[src/rtl/tag_consensus_array.sv]
// tag_consensus_array
//   Resolves NIN redundant copies of each of NCH tag bits into one tag per
//   channel. Combine modes are C-element (hold on disagreement), majority,
//   and bypass of copy 0. Per-channel disagreement is flagged. A disagreement
//   that persists for `timeout` evaluated cycles raises `stuck`, and in
//   C-element mode this switches the channel to majority resolution. Onsets of
//   disagreement are counted in a saturating error counter.
//
// Ports
//   clk       in   readout clock, rising edge
//   rstn      in   asynchronous active-low reset
//   mode      in   [1:0] 0/3 C-element, 1 majority, 2 bypass copy 0
//   timeout   in   [TMO_W-1:0] disagreement threshold in cycles, 0 = off
//   clr_err   in   synchronous clear of err_cnt (wins over increment)
//   tag_in    in   [NCH*NIN-1:0] channel c copy k at bit c*NIN+k
//   tag_out   out  [NCH-1:0] resolved tag per channel
//   disagree  out  [NCH-1:0] copies of a channel not all equal
//   stuck     out  [NCH-1:0] disagreement has reached the timeout
//   err_cnt   out  [ERR_W-1:0] saturating count of disagreement onsets
module tag_consensus_array #(
  parameter int NCH   = 8,
  parameter int NIN   = 3,
  parameter int TMO_W = 8,
  parameter int ERR_W = 8
) (
  input  logic                 clk,
  input  logic                 rstn,
  input  logic [1:0]           mode,
  input  logic [TMO_W-1:0]     timeout,
  input  logic                 clr_err,
  input  logic [NCH*NIN-1:0]   tag_in,
  output logic [NCH-1:0]       tag_out,
  output logic [NCH-1:0]       disagree,
  output logic [NCH-1:0]       stuck,
  output logic [ERR_W-1:0]     err_cnt
);

  // Majority vote; an exact tie (only possible for even NIN) keeps prev.
  function automatic logic majority(input logic [NIN-1:0] v, input logic prev);
    int p;
    p = 0;
    for (int k = 0; k < NIN; k++) p += int'(v[k]);
    if (2 * p > NIN)       majority = 1'b1;
    else if (2 * p == NIN) majority = prev;
    else                   majority = 1'b0;
  endfunction

  function automatic logic [TMO_W-1:0] sat_inc_tmr(input logic [TMO_W-1:0] v);
    sat_inc_tmr = (&v) ? v : v + TMO_W'(1);
  endfunction

  function automatic logic [ERR_W-1:0] sat_inc_err(input logic [ERR_W-1:0] v);
    sat_inc_err = (&v) ? v : v + ERR_W'(1);
  endfunction

  logic [NCH*NIN-1:0]          in_q;
  logic [1:0]                  mode_q;
  logic [NCH-1:0]              tag_q, tag_d;
  logic [NCH-1:0]              dis_q, dis_d;
  logic [NCH-1:0]              stuck_q, stuck_d;
  logic [NCH-1:0][TMO_W-1:0]   timer_q, timer_d;
  logic [ERR_W-1:0]            err_q, err_d;
  logic                        mode_chg;
  logic                        onset;

  // Stage 1: sample the redundant copies and the mode.
  always_ff @(posedge clk or negedge rstn) begin
    if (!rstn) begin
      in_q   <= '0;
      mode_q <= 2'd0;
    end else begin
      in_q   <= tag_in;
      mode_q <= mode;
    end
  end

  // Stage 2: per-channel resolution, timers and error counting.
  always_comb begin
    mode_chg = (mode != mode_q);
    tag_d    = tag_q;
    dis_d    = '0;
    stuck_d  = '0;
    timer_d  = '0;
    for (int c = 0; c < NCH; c++) begin
      dis_d[c] = ~((&in_q[c*NIN +: NIN]) | ~(|in_q[c*NIN +: NIN]));

      // A mode change restarts timeout tracking from scratch.
      if (mode_chg || !dis_d[c]) timer_d[c] = '0;
      else                       timer_d[c] = sat_inc_tmr(timer_q[c]);

      // Extra bit keeps timer+1 from wrapping once the timer saturates.
      stuck_d[c] = !mode_chg && (timeout != '0) && dis_d[c] &&
                   (({1'b0, timer_q[c]} + (TMO_W+1)'(1)) >= {1'b0, timeout});

      // The mode takes effect one edge after it is sampled.
      case (mode_q)
        2'd1: tag_d[c] = majority(in_q[c*NIN +: NIN], tag_q[c]);
        2'd2: tag_d[c] = in_q[c*NIN];
        default: begin
          if (stuck_d[c])                    tag_d[c] = majority(in_q[c*NIN +: NIN], tag_q[c]);
          else if (&in_q[c*NIN +: NIN])      tag_d[c] = 1'b1;
          else if (~(|in_q[c*NIN +: NIN]))   tag_d[c] = 1'b0;
          else                               tag_d[c] = tag_q[c];
        end
      endcase
    end

    onset = |(dis_d & ~dis_q);
    if (clr_err)    err_d = '0;
    else if (onset) err_d = sat_inc_err(err_q);
    else            err_d = err_q;
  end

  always_ff @(posedge clk or negedge rstn) begin
    if (!rstn) begin
      tag_q   <= '0;
      dis_q   <= '0;
      stuck_q <= '0;
      timer_q <= '0;
      err_q   <= '0;
    end else begin
      tag_q   <= tag_d;
      dis_q   <= dis_d;
      stuck_q <= stuck_d;
      timer_q <= timer_d;
      err_q   <= err_d;
    end
  end

  assign tag_out  = tag_q;
  assign disagree = dis_q;
  assign stuck    = stuck_q;
  assign err_cnt  = err_q;

endmodule

[config.mk]
export PLATFORM = sky130hd
export DESIGN_NAME = tag_consensus_array
export DESIGN_NICKNAME = d
export VERILOG_FILES = /design/src/rtl/tag_consensus_array.sv
export SDC_FILE = /design/constraint.sdc
export NUM_CORES = 1
export LEC_CHECK = 0
export ABC_CLOCK_PERIOD_IN_PS = 3150
export BUFFER_PORTS_ARGS = -buffer_cell sky130_fd_sc_hd__buf_4
export CAP_MARGIN = 20
export CORE_MARGIN = 8
export CORE_UTILIZATION = 60
export DETAILED_ROUTE_END_ITERATION = 10
export HOLD_SLACK_MARGIN = 0.06
export PLACE_DENSITY = 0.81
export SLEW_MARGIN = 20
export SYNTH_ARGS = -nofsm -noshare
export SYNTH_HDL_FRONTEND = slang
export SYNTH_SLANG_ARGS = --single-unit
[constraint.sdc]
create_clock -name clk -period 3.15 [get_ports clk]
set_clock_uncertainty 0.05 [all_clocks]
set_input_delay 0.1575 -clock clk [delete_from_list [all_inputs] [get_ports clk]]
set_output_delay 0.1575 -clock clk [all_outputs]
set_load 0.05 [all_outputs]
; ---- Word-level counts from Yosys, hierarchy flattened
; Cells that the tools add are included.
[totals]
register_bits = 122
in_bits = 37
out_inout_bits = 32
word_cells = 230
[classes]
n_mux = 59
n_reduce_logical = 55
bitwise = 26
n_lt_le_gt_ge = 16
eq_ne = 20
n_addsub = 33
[ops]
columns = operator, n
row1 = $mux 8, 19
row2 = $add 8x1->8 const B, 9
row3 = $add 8x1->9 const B, 8
row4 = $ge 9x8->1, 8
row5 = $reduce_and 8->1, 9
row6 = $ne 5x3->1 const B, 8
row7 = $gt 4x2->1 const B, 8
row8 = $mux 1, 32
row9 = $add 2x1->3, 8
row10 = $reduce_and 3->1, 8
row11 = $reduce_or 3->1, 8
row12 = $ne 2x2->1 const B, 9
row13 = $logic_and 1x1->1, 17
row14 = $add 1x1->2, 8
row15 = $not 1->1, 16
row16 = $pmux 1 s2, 8
row17 = $and 8x8->8, 1
row18 = $logic_or 1x1->1, 8
row19 = $not 8->8, 1
row20 = $or 1x1->1, 8
row21 = $reduce_bool 8->1, 1
row22 = $reduce_or 8->1, 1
row23 = $eq 2x1->1 const B, 1
row24 = $eq 2x2->1 const B, 1
row25 = 4 further kinds, 4

; ---- Longest topological paths before layout
[logic_depth]
ltp_word = 8
mapped_depth = 11
depth_no_buf = 11

; ---- Worst setup path after synthesis
; No wires, ideal clock.
[synth_path]
path_type = register -> register
start = reg timer_q[40] (netlist bit)
end = reg tag_q[5] (netlist: tag_out[5])
setup_time_ps = 128
arrival_time_ps = 2231
n_path_buf = 0
required_ps = 2972
period_less_slack_ps = 2409
stages_incl_launch_ff = 12
slack_ps = 741
cell_sequence = dfrtp_1 -> ha_1 -> nand3_1 -> nor2_1 -> xnor2_1 -> inv_1 -> ha_1 -> a21o_1 -> a221oi_1 -> a31o_2 -> mux2i_1 -> o21ai_0
[synth_between]
elab_chain_len = 5
word_cells_on_any_way = 6
classes_between = 1 x add/sub / 1 x order compare / 1 x eq/ne / 2 x mux / 1 x reduce/logical
[synth_lines]
columns = item, line
row1 = "start, declared", 61  ; logic [NCH-1:0][TMO_W-1:0] timer_q, timer_d;
row2 = "start signal, assigned", 125  ; timer_q <= timer_d;
row3 = $add 8x1->9 (*), 93  ; (({1'b0, timer_q[c]} + (TMO_W+1)'(1)) >= {1'b0, timeout});
row4 = $ge 9x8->1 (*), 93
row5 = $logic_and 1x1->1 (*), 92  ; stuck_d[c] = !mode_chg && (timeout != '0) && dis_d[c] &&
row6 = $mux 1, 100  ; if (stuck_d[c]) tag_d[c] = majority(in_q[c*NIN +: NIN], tag_q[c]);
row7 = $pmux 1 s2, 96  ; case (mode_q)
row8 = "end signal, assigned", 122  ; tag_q <= tag_d;
row9 = "end, declared", 58  ; logic [NCH-1:0] tag_q, tag_d;
; Mark *: on every way between the ends. The rest lies on a longest branch, timed or not.
; A chain may end at the register's enable or synchronous reset.

; ---- Worst setup path after layout
; Same ends and word-level chain as after synthesis.

==> results.py <==
metrics = {
    "outcome": {
        "outcome": "complete, no violations",
    },
    "logic_synthesis": {
        "synth_edf_count": 0,
        "yosysSeqAreaShare_pct": 43.0,
        "yosysWarningCount": 0,
        "synth_mux_area_share_pct": 1.90,
        "synth_top_family_by_area": "simple AND/OR/NAND/NOR gates",
        "synthSimpleGateAreaFrac_pct": 16.9,
        "synth-seq-cells": 122,
        "synth_cell_types": 53,
        "async_flop_share_pct": 100,
        "synth_nets": 831,
        "synthAdderAreaFrac_pct": 14.6,
        "syn_avg_cell_area_um2": 9.98,
        "synth-main-ff-cell": "dfrtp_1",
        "syn_inst": 711,
        "synth-xor-area-share_pct": 7.53,
        "synth_area_mm2": 0.00710,
        "synth-compound-area-share_pct": 12.3,
    },
    "drt": {
        "drc": 0,
        "wl_met1_um": 7030,
        "dr.max_layer_used": "met4",
        "detail_route.wl_per_cell_um": 18.7,
        "viasPerCell": 6.01,
        "drt_iter0_markers": 479,
        "num_vias": 5852,
        "wl_um": 18200,
        "dr.pass1.iters": 5,
        "ant_nets": 0,
        "dr_wl_met3_um": 1430,
        "wl_met2_um": 8940,
    },
    "cells_and_area": {
        "final_util_pct": 75.7,
        "seqCellArea_mm2": 0.00305,
        "fillCellCount": 748,
        "final_common_cell": "dfrtp_1",
        "final_area_mm2": 0.00868,
        "diodes": 0,
        "final_layout_size_suffix_gt1_share_pct": 15.3,
        "fin_nets": 938,
        "syn_to_final_growth_pct": 22.2,
        "multiInputGateArea_mm2": 0.00378,
        "final_cell_mix": "dfrtp_1 (122), ha_1 (83), a21oi_1 (75), buf_4 (69), inv_1 (59)",
    },
    "pwr": {
        "p_comb_share_pct": 14.5,
        "finalPower_mw": 4.38,
        "p_int_mw": 3.20,
        "seqPwrFrac_pct": 39.0,
        "p_leak_nw": 4.51,
        "pwr_density_cell_mw_per_mm2": 505,
        "peakVddDrop_v": 0.000718,
        "switching_power_mw": 1.18,
        "clockPowerShare_pct": 46.5,
        "switching_share_pct": 27.0,
    },
    "placement": {
        "hpwl_um": 12500,
        "port_buffers": 68,
        "gp_congestion": 0.872,
        "postPlaceCellArea_mm2": 0.00777,
    },
    "worst_setup_path": {
        "crit_top_cell": "ha_1",
        "worstSetupPathType": "reg2reg",
        "cp_max_fo": 5,
        "path_buf_inv": 1,
        "path_cells": "ha_1 -> nand3_1 -> nor2_1 -> xnor2_1 -> inv_1 -> ha_1 -> a21o_1 -> a221oi_1 -> a31o_2 -> mux2i_1 -> o21ai_0",
        "crit_family": "compound AO/OA/AOI/OAI gates",
        "crit_slowest_cell": "dfrtp_1",
        "startpoint_type": "flop",
        "worstPathArrival_ns": 2.92,
        "cp-end-kind": "flop",
        "crit_required_ns": 3.40,
        "slowest_delay_ns": 0.43,
    },
    "cts": {
        "cts_resized": 0,
        "clock_sinks": 122,
        "cts_root_buf": "clkbuf_16",
        "path_clk_slew_ns": 0.06,
        "numCtsBuffers": 17,
        "cts_setup_buffers": 0,
        "cts_tree": "built",
        "cts_buffer_depth": 2,
        "clk-insertion-delay-late_ns": 0.42,
        "ctsHoldBuffers": 28,
        "cts_max_level": 4,
    },
    "floorplanning": {
        "placementRows": 39,
        "start_util_pct": 61.9,
        "die-area_mm2": 0.0156,
        "die_h_um": 125,
        "ios": 69,
        "die-width_um": 125,
        "coreArea_mm2": 0.0115,
    },
    "timing": {
        "setup_viol": 0,
        "rsz0062_at_grt": "no",
        "min_period_ns": 2.67,
        "finalCritPeriodShare_pct": 84.8,
        "hold_ws_ns": 0.260,
        "hold_viol": 0,
        "setup_tns_ns": 0,
        "worstMarginPinSlew_ns": 0.837,
        "fmax_mhz": 374,
        "drv_slew": 0,
        "max_slew_margin_pct": 44.0,
    },
    "global_routing": {
        "grt_usage_pct": 24.1,
        "first_global_vias": 6249,
        "antenna_found_initial": 0,
        "grt_max_degree": 72,
        "grt_pass1_wl_um": 30400,
        "grt_overflow_total": 0,
    },
    "hold_path": {
        "hp-class": "in2async",
    },
    "run": {
        "maxCapViolations": 0,
    },
}
power groups by stage:
stage / logic, mW / registers [mW] / clock network, mW
global route: 0.696 / 1.71 / 2.12
floorplan: 0.267 / 1.82 / 0
global placement: 0.576 / 1.73 / 0
CTS: 0.633 / 1.71 / 2.04
detailed placement: 0.600 / 1.73 / 0
finish: 0.636 / 1.71 / 2.04
synthesized netlist by cell type (all sizes together), types with 5 or more instances:
cell type	n	area, um^2
a211oi	5	37.5
a21o	8	61.3
a21oi	76	384
a221oi	7	61.3
a41oi	6	52.6
and2	5	33.8
and3	27	180
clkbuf	7	26.3
dfrtp	122	3050
ha	83	1040
inv	59	221
mux2i	12	120
nand2	37	139
nand2b	10	62.6
nand3	44	235
nand4	6	37.5
nor2	44	165
nor2b	10	65.1
nor3	18	130
nor4	9	68.8
o2111ai	6	52.6
o211ai	5	37.5
o21ai	16	80.1
xnor2	37	324
xor2	24	210
layout make-up:
cell class | instances | share of cell area, %
Clock inverter | 11 | 1.64
Clock buffer | 21 | 5.54
Sequential cell | 122 | 35.2
Inverter | 59 | 2.55
Timing Repair Buffer | 98 | 9.43
Tap cell | 143 | 2.06
Multi-Input combinational cell | 520 | 43.6
kinds of logic (layout without fill, tap and decap cells):
group                    after synthesis  after routing
AND/OR/NAND/NOR                      221            221
flip-flops                           122            122
AO/OA/AOI/OAI                        142            142
multiplexers                          13             13
adder cells (fa/ha/maj)               83             83
buffers and inverters                 69            189
XOR/XNOR                              61             61
sequential cells by signal (all words and copies together) (netlist names):
register / count
timer_q: 64
in_q: 24
disagree: 8
err_cnt: 8
stuck: 8
tag_out: 8
mode_q: 2
per-layer routing:
metal | track usage (%) | vias to the layer above
li1 | - | 2750
met2 | 41.2 | 217
met3 | 7.74 | 58
met4 | 12.8 | 0
met5 | 0 | -
met1 | 26.0 | 2827
worst reg2reg max path: cells and delay by family (launching register included):
| family | cells | cell delay (ns) |
|---|---|---|
| flip-flops | 1 | 0.43 |
| multiplexers | 1 | 0.18 |
| AO/OA/AOI/OAI | 4 | 0.75 |
| XOR/XNOR | 1 | 0.18 |
| buffers and inverters | 1 | 0.08 |
| adder cells (fa/ha/maj) | 2 | 0.51 |
| AND/OR/NAND/NOR | 2 | 0.37 |
stage by stage:
step                setup WS [ns]  std cells
floorplan                   0.741        711
global placement            0.652        914
detailed placement          0.502        914
CTS                         0.489        974
global route                0.312        974
finish                      0.479        974
worst paths after layout:
check | start | to | slack, ns | cells past startpoint
max in group asynchronous | rstn | disagree[6]$_DFF_PN0_ | 1.97 | 3
hold / removal | rstn | timer_q[34]$_DFFE_PN0P_ | 0.26 | 2
min in group clk | timeout[1] | stuck[1]$_DFF_PN0_ | 0.31 | 5
hold reg to reg | tag_out[0]$_DFFE_PN0P_ | tag_out[0]$_DFFE_PN0P_ | 0.51 | 2
setup / recovery | timer_q[40]$_DFFE_PN0P_ | tag_out[5]$_DFFE_PN0P_ | 0.48 | 11
setup reg to reg | timer_q[40]$_DFFE_PN0P_ | tag_out[5]$_DFFE_PN0P_ | 0.48 | 11
No activity file was read; power rests on OpenSTA's default activity.
